`src/rtl/varredura_matriz_linhas_if.sv`:
```
// rtl/varredura_matriz_linhas_if.sv - enable, row patterns and matrix drive for the row-scan driver
interface varredura_matriz_linhas_if;
    logic       en;
    logic [4:0] cl1;
    logic [4:0] cl2;
    logic [4:0] cl3;
    logic [4:0] cl4;
    logic [4:0] cl5;
    logic [4:0] cl6;
    logic [4:0] cl7;
    logic [6:0] linha;
    logic [4:0] coluna;
    logic [2:0] linha_idx;
    logic       fim_quadro;

    modport master (
        output en, cl1, cl2, cl3, cl4, cl5, cl6, cl7,
        input  linha, coluna, linha_idx, fim_quadro
    );

    modport slave (
        input  en, cl1, cl2, cl3, cl4, cl5, cl6, cl7,
        output linha, coluna, linha_idx, fim_quadro
    );
endinterface

```
`src/rtl/varredura_matriz_linhas.sv`:
```
// rtl/varredura_matriz_linhas.sv - 5x7 dot-matrix row scanner with per-frame pattern snapshot
module varredura_matriz_linhas #(
    parameter int DIV   = 50000,
    parameter int BLANK = 4
) (
    input  logic                       clk,
    input  logic                       reset,
    varredura_matriz_linhas_if.slave   bus
);
    localparam int            CW       = (DIV > 2) ? $clog2(DIV) : 1;
    localparam logic [CW-1:0] DIV_M1   = CW'(DIV - 1);
    localparam logic [CW-1:0] BLANK_C  = CW'(BLANK);
    localparam logic [CW-1:0] ONE_C    = CW'(1);

    logic [CW-1:0]     cnt_q, cnt_d;
    logic [2:0]        idx_q, idx_d;
    logic [6:0][4:0]   snap_q, snap_d;
    logic [6:0]        linha_q, linha_d;
    logic [4:0]        coluna_q, coluna_d;
    logic [2:0]        linha_idx_q, linha_idx_d;
    logic              fim_quadro_q, fim_quadro_d;
    logic              blank;

    always_comb begin
        cnt_d        = cnt_q;
        idx_d        = idx_q;
        snap_d       = snap_q;
        blank        = !bus.en || (cnt_q < BLANK_C);
        linha_d      = 7'h7F;
        coluna_d     = 5'h00;
        linha_idx_d  = idx_q;
        fim_quadro_d = 1'b0;

        if (bus.en) begin
            // Snapshot only at frame start; that cycle is always blank, so no tearing.
            if (cnt_q == '0 && idx_q == 3'd0) begin
                snap_d = {bus.cl7, bus.cl6, bus.cl5, bus.cl4, bus.cl3, bus.cl2, bus.cl1};
            end
            if (cnt_q == DIV_M1) begin
                cnt_d = '0;
                idx_d = (idx_q == 3'd6) ? 3'd0 : idx_q + 3'd1;
                fim_quadro_d = (idx_q == 3'd6);
            end else begin
                cnt_d = cnt_q + ONE_C;
            end
        end

        if (!blank) begin
            linha_d  = ~(7'b1 << idx_q);
            coluna_d = snap_q[idx_q];
        end
    end

    always_ff @(posedge clk or posedge reset) begin
        if (reset) begin
            cnt_q        <= '0;
            idx_q        <= 3'd0;
            snap_q       <= '0;
            linha_q      <= 7'h7F;
            coluna_q     <= 5'h00;
            linha_idx_q  <= 3'd0;
            fim_quadro_q <= 1'b0;
        end else begin
            cnt_q        <= cnt_d;
            idx_q        <= idx_d;
            snap_q       <= snap_d;
            linha_q      <= linha_d;
            coluna_q     <= coluna_d;
            linha_idx_q  <= linha_idx_d;
            fim_quadro_q <= fim_quadro_d;
        end
    end

    assign bus.linha      = linha_q;
    assign bus.coluna     = coluna_q;
    assign bus.linha_idx  = linha_idx_q;
    assign bus.fim_quadro = fim_quadro_q;
endmodule
```
`src/flat_wrapper.sv`:
```
// flat-port wrapper written by rule: the top's interface ports become plain ports
module varredura_matriz_linhas_flat 
#(
    parameter int DIV   = 50000,
    parameter int BLANK = 4
)
  (clk, reset, bus_en, bus_cl1, bus_cl2, bus_cl3, bus_cl4, bus_cl5, bus_cl6, bus_cl7, bus_linha, bus_coluna, bus_linha_idx, bus_fim_quadro);
  varredura_matriz_linhas_if bus_i ();
  input  logic clk;
  input  logic reset;
  input wire logic [$bits(bus_i.en)-1:0] bus_en;
  input wire logic [$bits(bus_i.cl1)-1:0] bus_cl1;
  input wire logic [$bits(bus_i.cl2)-1:0] bus_cl2;
  input wire logic [$bits(bus_i.cl3)-1:0] bus_cl3;
  input wire logic [$bits(bus_i.cl4)-1:0] bus_cl4;
  input wire logic [$bits(bus_i.cl5)-1:0] bus_cl5;
  input wire logic [$bits(bus_i.cl6)-1:0] bus_cl6;
  input wire logic [$bits(bus_i.cl7)-1:0] bus_cl7;
  output wire logic [$bits(bus_i.linha)-1:0] bus_linha;
  output wire logic [$bits(bus_i.coluna)-1:0] bus_coluna;
  output wire logic [$bits(bus_i.linha_idx)-1:0] bus_linha_idx;
  output wire logic [$bits(bus_i.fim_quadro)-1:0] bus_fim_quadro;
  assign bus_i.en = bus_en;
  assign bus_i.cl1 = bus_cl1;
  assign bus_i.cl2 = bus_cl2;
  assign bus_i.cl3 = bus_cl3;
  assign bus_i.cl4 = bus_cl4;
  assign bus_i.cl5 = bus_cl5;
  assign bus_i.cl6 = bus_cl6;
  assign bus_i.cl7 = bus_cl7;
  assign bus_linha = bus_i.linha;
  assign bus_coluna = bus_i.coluna;
  assign bus_linha_idx = bus_i.linha_idx;
  assign bus_fim_quadro = bus_i.fim_quadro;
  varredura_matriz_linhas #(.DIV(DIV), .BLANK(BLANK)) u_core (.clk(clk), .reset(reset), .bus(bus_i));
endmodule
```
`config.mk`:
```
export PLATFORM = sky130hd
export DESIGN_NAME = varredura_matriz_linhas_flat
export DESIGN_NICKNAME = d
export VERILOG_FILES = /design/src/rtl/varredura_matriz_linhas_if.sv /design/src/rtl/varredura_matriz_linhas.sv /design/src/flat_wrapper.sv
export SDC_FILE = /design/constraint.sdc
export NUM_CORES = 1
export LEC_CHECK = 0
export CAP_MARGIN = 20
export CORE_MARGIN = 2
export CORE_UTILIZATION = 42
export DETAILED_ROUTE_END_ITERATION = 7
export PLACE_DENSITY = 0.65
export SLEW_MARGIN = 20
export SYNTH_ARGS = -nofsm -noshare
export SYNTH_HDL_FRONTEND = slang
export SYNTH_SLANG_ARGS = --single-unit
export TNS_END_PERCENT = 1
```
`constraint.sdc`:
```
create_clock -name clk -period 2.3 [get_ports clk]
set_input_delay 0.23 -clock clk [delete_from_list [all_inputs] [get_ports clk]]
set_output_delay 0.23 -clock clk [all_outputs]
set_load 0.005 [all_outputs]
```
==> flow_metrics.env <==
export IMPL_postCtsSetupRepairBufs=0
export IMPL_synthArstFlopShare_pct=100
export IMPL_num_vias=2076
export IMPL_core_area_um2=7250
export IMPL_fin_hold_ws_ps=256
export IMPL_postPlaceCellArea_um2=3790
export IMPL_die_width_um=90.5
export IMPL_antenna_found_initial=0
export IMPL_die_area_um2=8200
export IMPL_leakagePower_nw=1.82
export IMPL_grt_pass1_vias=2076
export IMPL_vias_per_cell=5.15
export IMPL_ys_flop_type="dfrtp_1"
export IMPL_maxSlewViolCount=0
export IMPL_final_instance_count_excl_fill=403
export IMPL_peakVddDrop_mv=0.374
export IMPL_synthCells=240
export IMPL_ys_seq_area_share_pct=56.0
export IMPL_grt_pass1_wl_um=10200
export IMPL_place_hpwl_um=4270
export IMPL_area_growth_pct=26.4
export IMPL_io_pins=54
export IMPL_grt_use_total_pct=15.7
export IMPL_io_buffers=53
export IMPL_final_common_cell="dfrtp_1"
export IMPL_power_density_nw_per_um2=636
export IMPL_core_rowCount=31
export IMPL_root_buffer="clkbuf_8"
export IMPL_cp_required_ps=2560
export IMPL_cts_sinks=70
export IMPL_antennaDiodeCount=0
export IMPL_initial_core_util_pct=43.4
export IMPL_syn_nets=281
export IMPL_crit_arrival_ps=2210
export IMPL_reg2reg_from="u_core.cnt_q[0]"
export IMPL_finClkSkew_ps=3.46
export IMPL_grt_ovfl_total=0
export IMPL_worstMarginPinSlew_ps=520
export IMPL_htreeDepth=3
export IMPL_worstHoldPathType="in -> async"
export IMPL_r2r_slack_ps=350
export IMPL_drc=0
export IMPL_initialDrtViolationCount=106
export IMPL_mostFrequentLayoutCells="dfrtp_1 (63), clkdlybuf4s50_1 (53), mux2_1 (30), nor2_1 (17)"
export IMPL_routed_wl_um=5990
export IMPL_setup_worst_path_class="reg -> reg"
export IMPL_wl_per_cell_um=14.9
export IMPL_status="finished clean"
export IMPL_rsz0062_at_grt="false"
export IMPL_stdcell_area_um2=3980
export IMPL_final_setup_viol_count=0
export IMPL_dp_cells=388
export IMPL_clk_path_buf_depth=2
export IMPL_synth_area_um2=3150
export IMPL_clk_latency_ps=330
export IMPL_syn_avg_cell_area_um2=13.1
export IMPL_slew_headroom_pct=65.3
export IMPL_cts_resized=0
export IMPL_cts_tree="done"
export IMPL_yosys_register_bits=70
export IMPL_end_kind="flop"
export IMPL_die_height_um=90.5
export IMPL_cp_start_kind="flop"
export IMPL_rr_worst_depth=5
export IMPL_yosys_warnings=0
export IMPL_hold_violations=0
export IMPL_clkTransAtPathRegs_ps=70
export IMPL_grt_max_degree=48
export IMPL_maxCapViolCount=0
export IMPL_ys_types=40
export IMPL_ant_nets=0
export IMPL_min_period_ps=1950
export IMPL_place_congestion=0.810
export IMPL_final_nets=341
export IMPL_synth_edf_count=0
export IMPL_fmax_mhz=513
export IMPL_fin_crit_sh_pct=84.8
export IMPL_worstReg2RegEnd="u_core.cnt_q[14]"
export IMPL_finalSetupTns_ps=0
export IMPL_final_util_pct=54.8
export IMPL_crit_fanout=6
export IMPL_firstDrtPassIters=4
export IMPL_postCtsHoldBufs=0
export IMPL_layout_drive_gt1_share_pct=15.5
export IMPL_cts_made_buffers=9
worst max-delay path: stages (launching register included):
cell and delay, ps:
dfrtp_1 410, ha_1 250, nand4_2 230, or3_4 470, or3_1 360, a21oi_1 150
stage by stage:
step                power, W  worst slack [ps]
global route         0.00265               227
finish               0.00253               349
CTS                  0.00256               368
global placement     0.00162               202
detailed placement   0.00162               190
floorplan            0.00152               313
cell families after synthesis:
kind of cell               count (synthesis)  synth area share, %
AOI/OAI and AO/OA                         20                 3.94
xor gates and xnor gates                  11                 3.06
adders and majority gates                  3                 1.19
buffers and inverters                     19                 3.74
DFF                                       70                 56.0
muxes                                     48                 18.7
and+or+nand+nor                           69                 13.4
cell usage after synthesis (5+ instances only):
cell type | n | share of area [%]
mux4_2 | 5 | 3.6
a21oi_1 | 7 | 1.1
mux2_2 | 6 | 2.1
inv_1 | 7 | 0.84
mux2i_1 | 7 | 2.2
nor2_1 | 17 | 2.0
xor2_1 | 7 | 1.9
nand2_1 | 11 | 1.3
nand3_1 | 11 | 1.8
dfstp_2 | 7 | 5.8
dfrtp_1 | 63 | 50
mux2_1 | 30 | 11
worst max path at each step:
| stage | startpoint | endpoint | slack, ps |
|---|---|---|---|
| after floorplan | reset | u_core.bus.coluna[0] | 310 |
| after global placement | bus_en | u_core.cnt_q[14] | 200 |
| after detailed placement | bus_en | u_core.cnt_q[14] | 190 |
| after CTS | u_core.cnt_q[5] | u_core.snap_q[25] | 370 |
| after global routing | u_core.cnt_q[0] | u_core.cnt_q[14] | 230 |
| final | u_core.cnt_q[0] | u_core.cnt_q[14] | 350 |
cell type report:
cell class,instances,area [um2]
clock inverter,1,30.0
fill,639,3280
multi-input combinational,151,1270
inverter,7,26.3
clock buffer,14,153
tap,99,124
sequential,70,1760
timing repair buffer,61,616
registers in the layout, summed over array words and instances, names as in the netlist:
register / cells
u_core.bus.linha: 7
u_core.bus.coluna: 5
u_core.bus.linha_idx: 3
u_core.idx_q: 3
u_core.snap_q: 35
u_core.cnt_q: 16
u_core.bus.fim_quadro: 1
per-layer routing:
layer  part of all wire [%]  up-vias  GRT usage (%)
li1                       -      976              -
met4                    1.0        0           5.13
met2                     49       56           25.2
met5                      0        -              0
met1                     44     1037           20.7
met3                    5.3        7           4.59
power by group:
group / internal, W / switching [W] / total, W
Sequential: 0.00128 / 0.0000803 / 0.00136
Combinational: 0.000127 / 0.000107 / 0.000234
Clock: 0.000527 / 0.000404 / 0.000931
(Power assumes the default switching activity.)
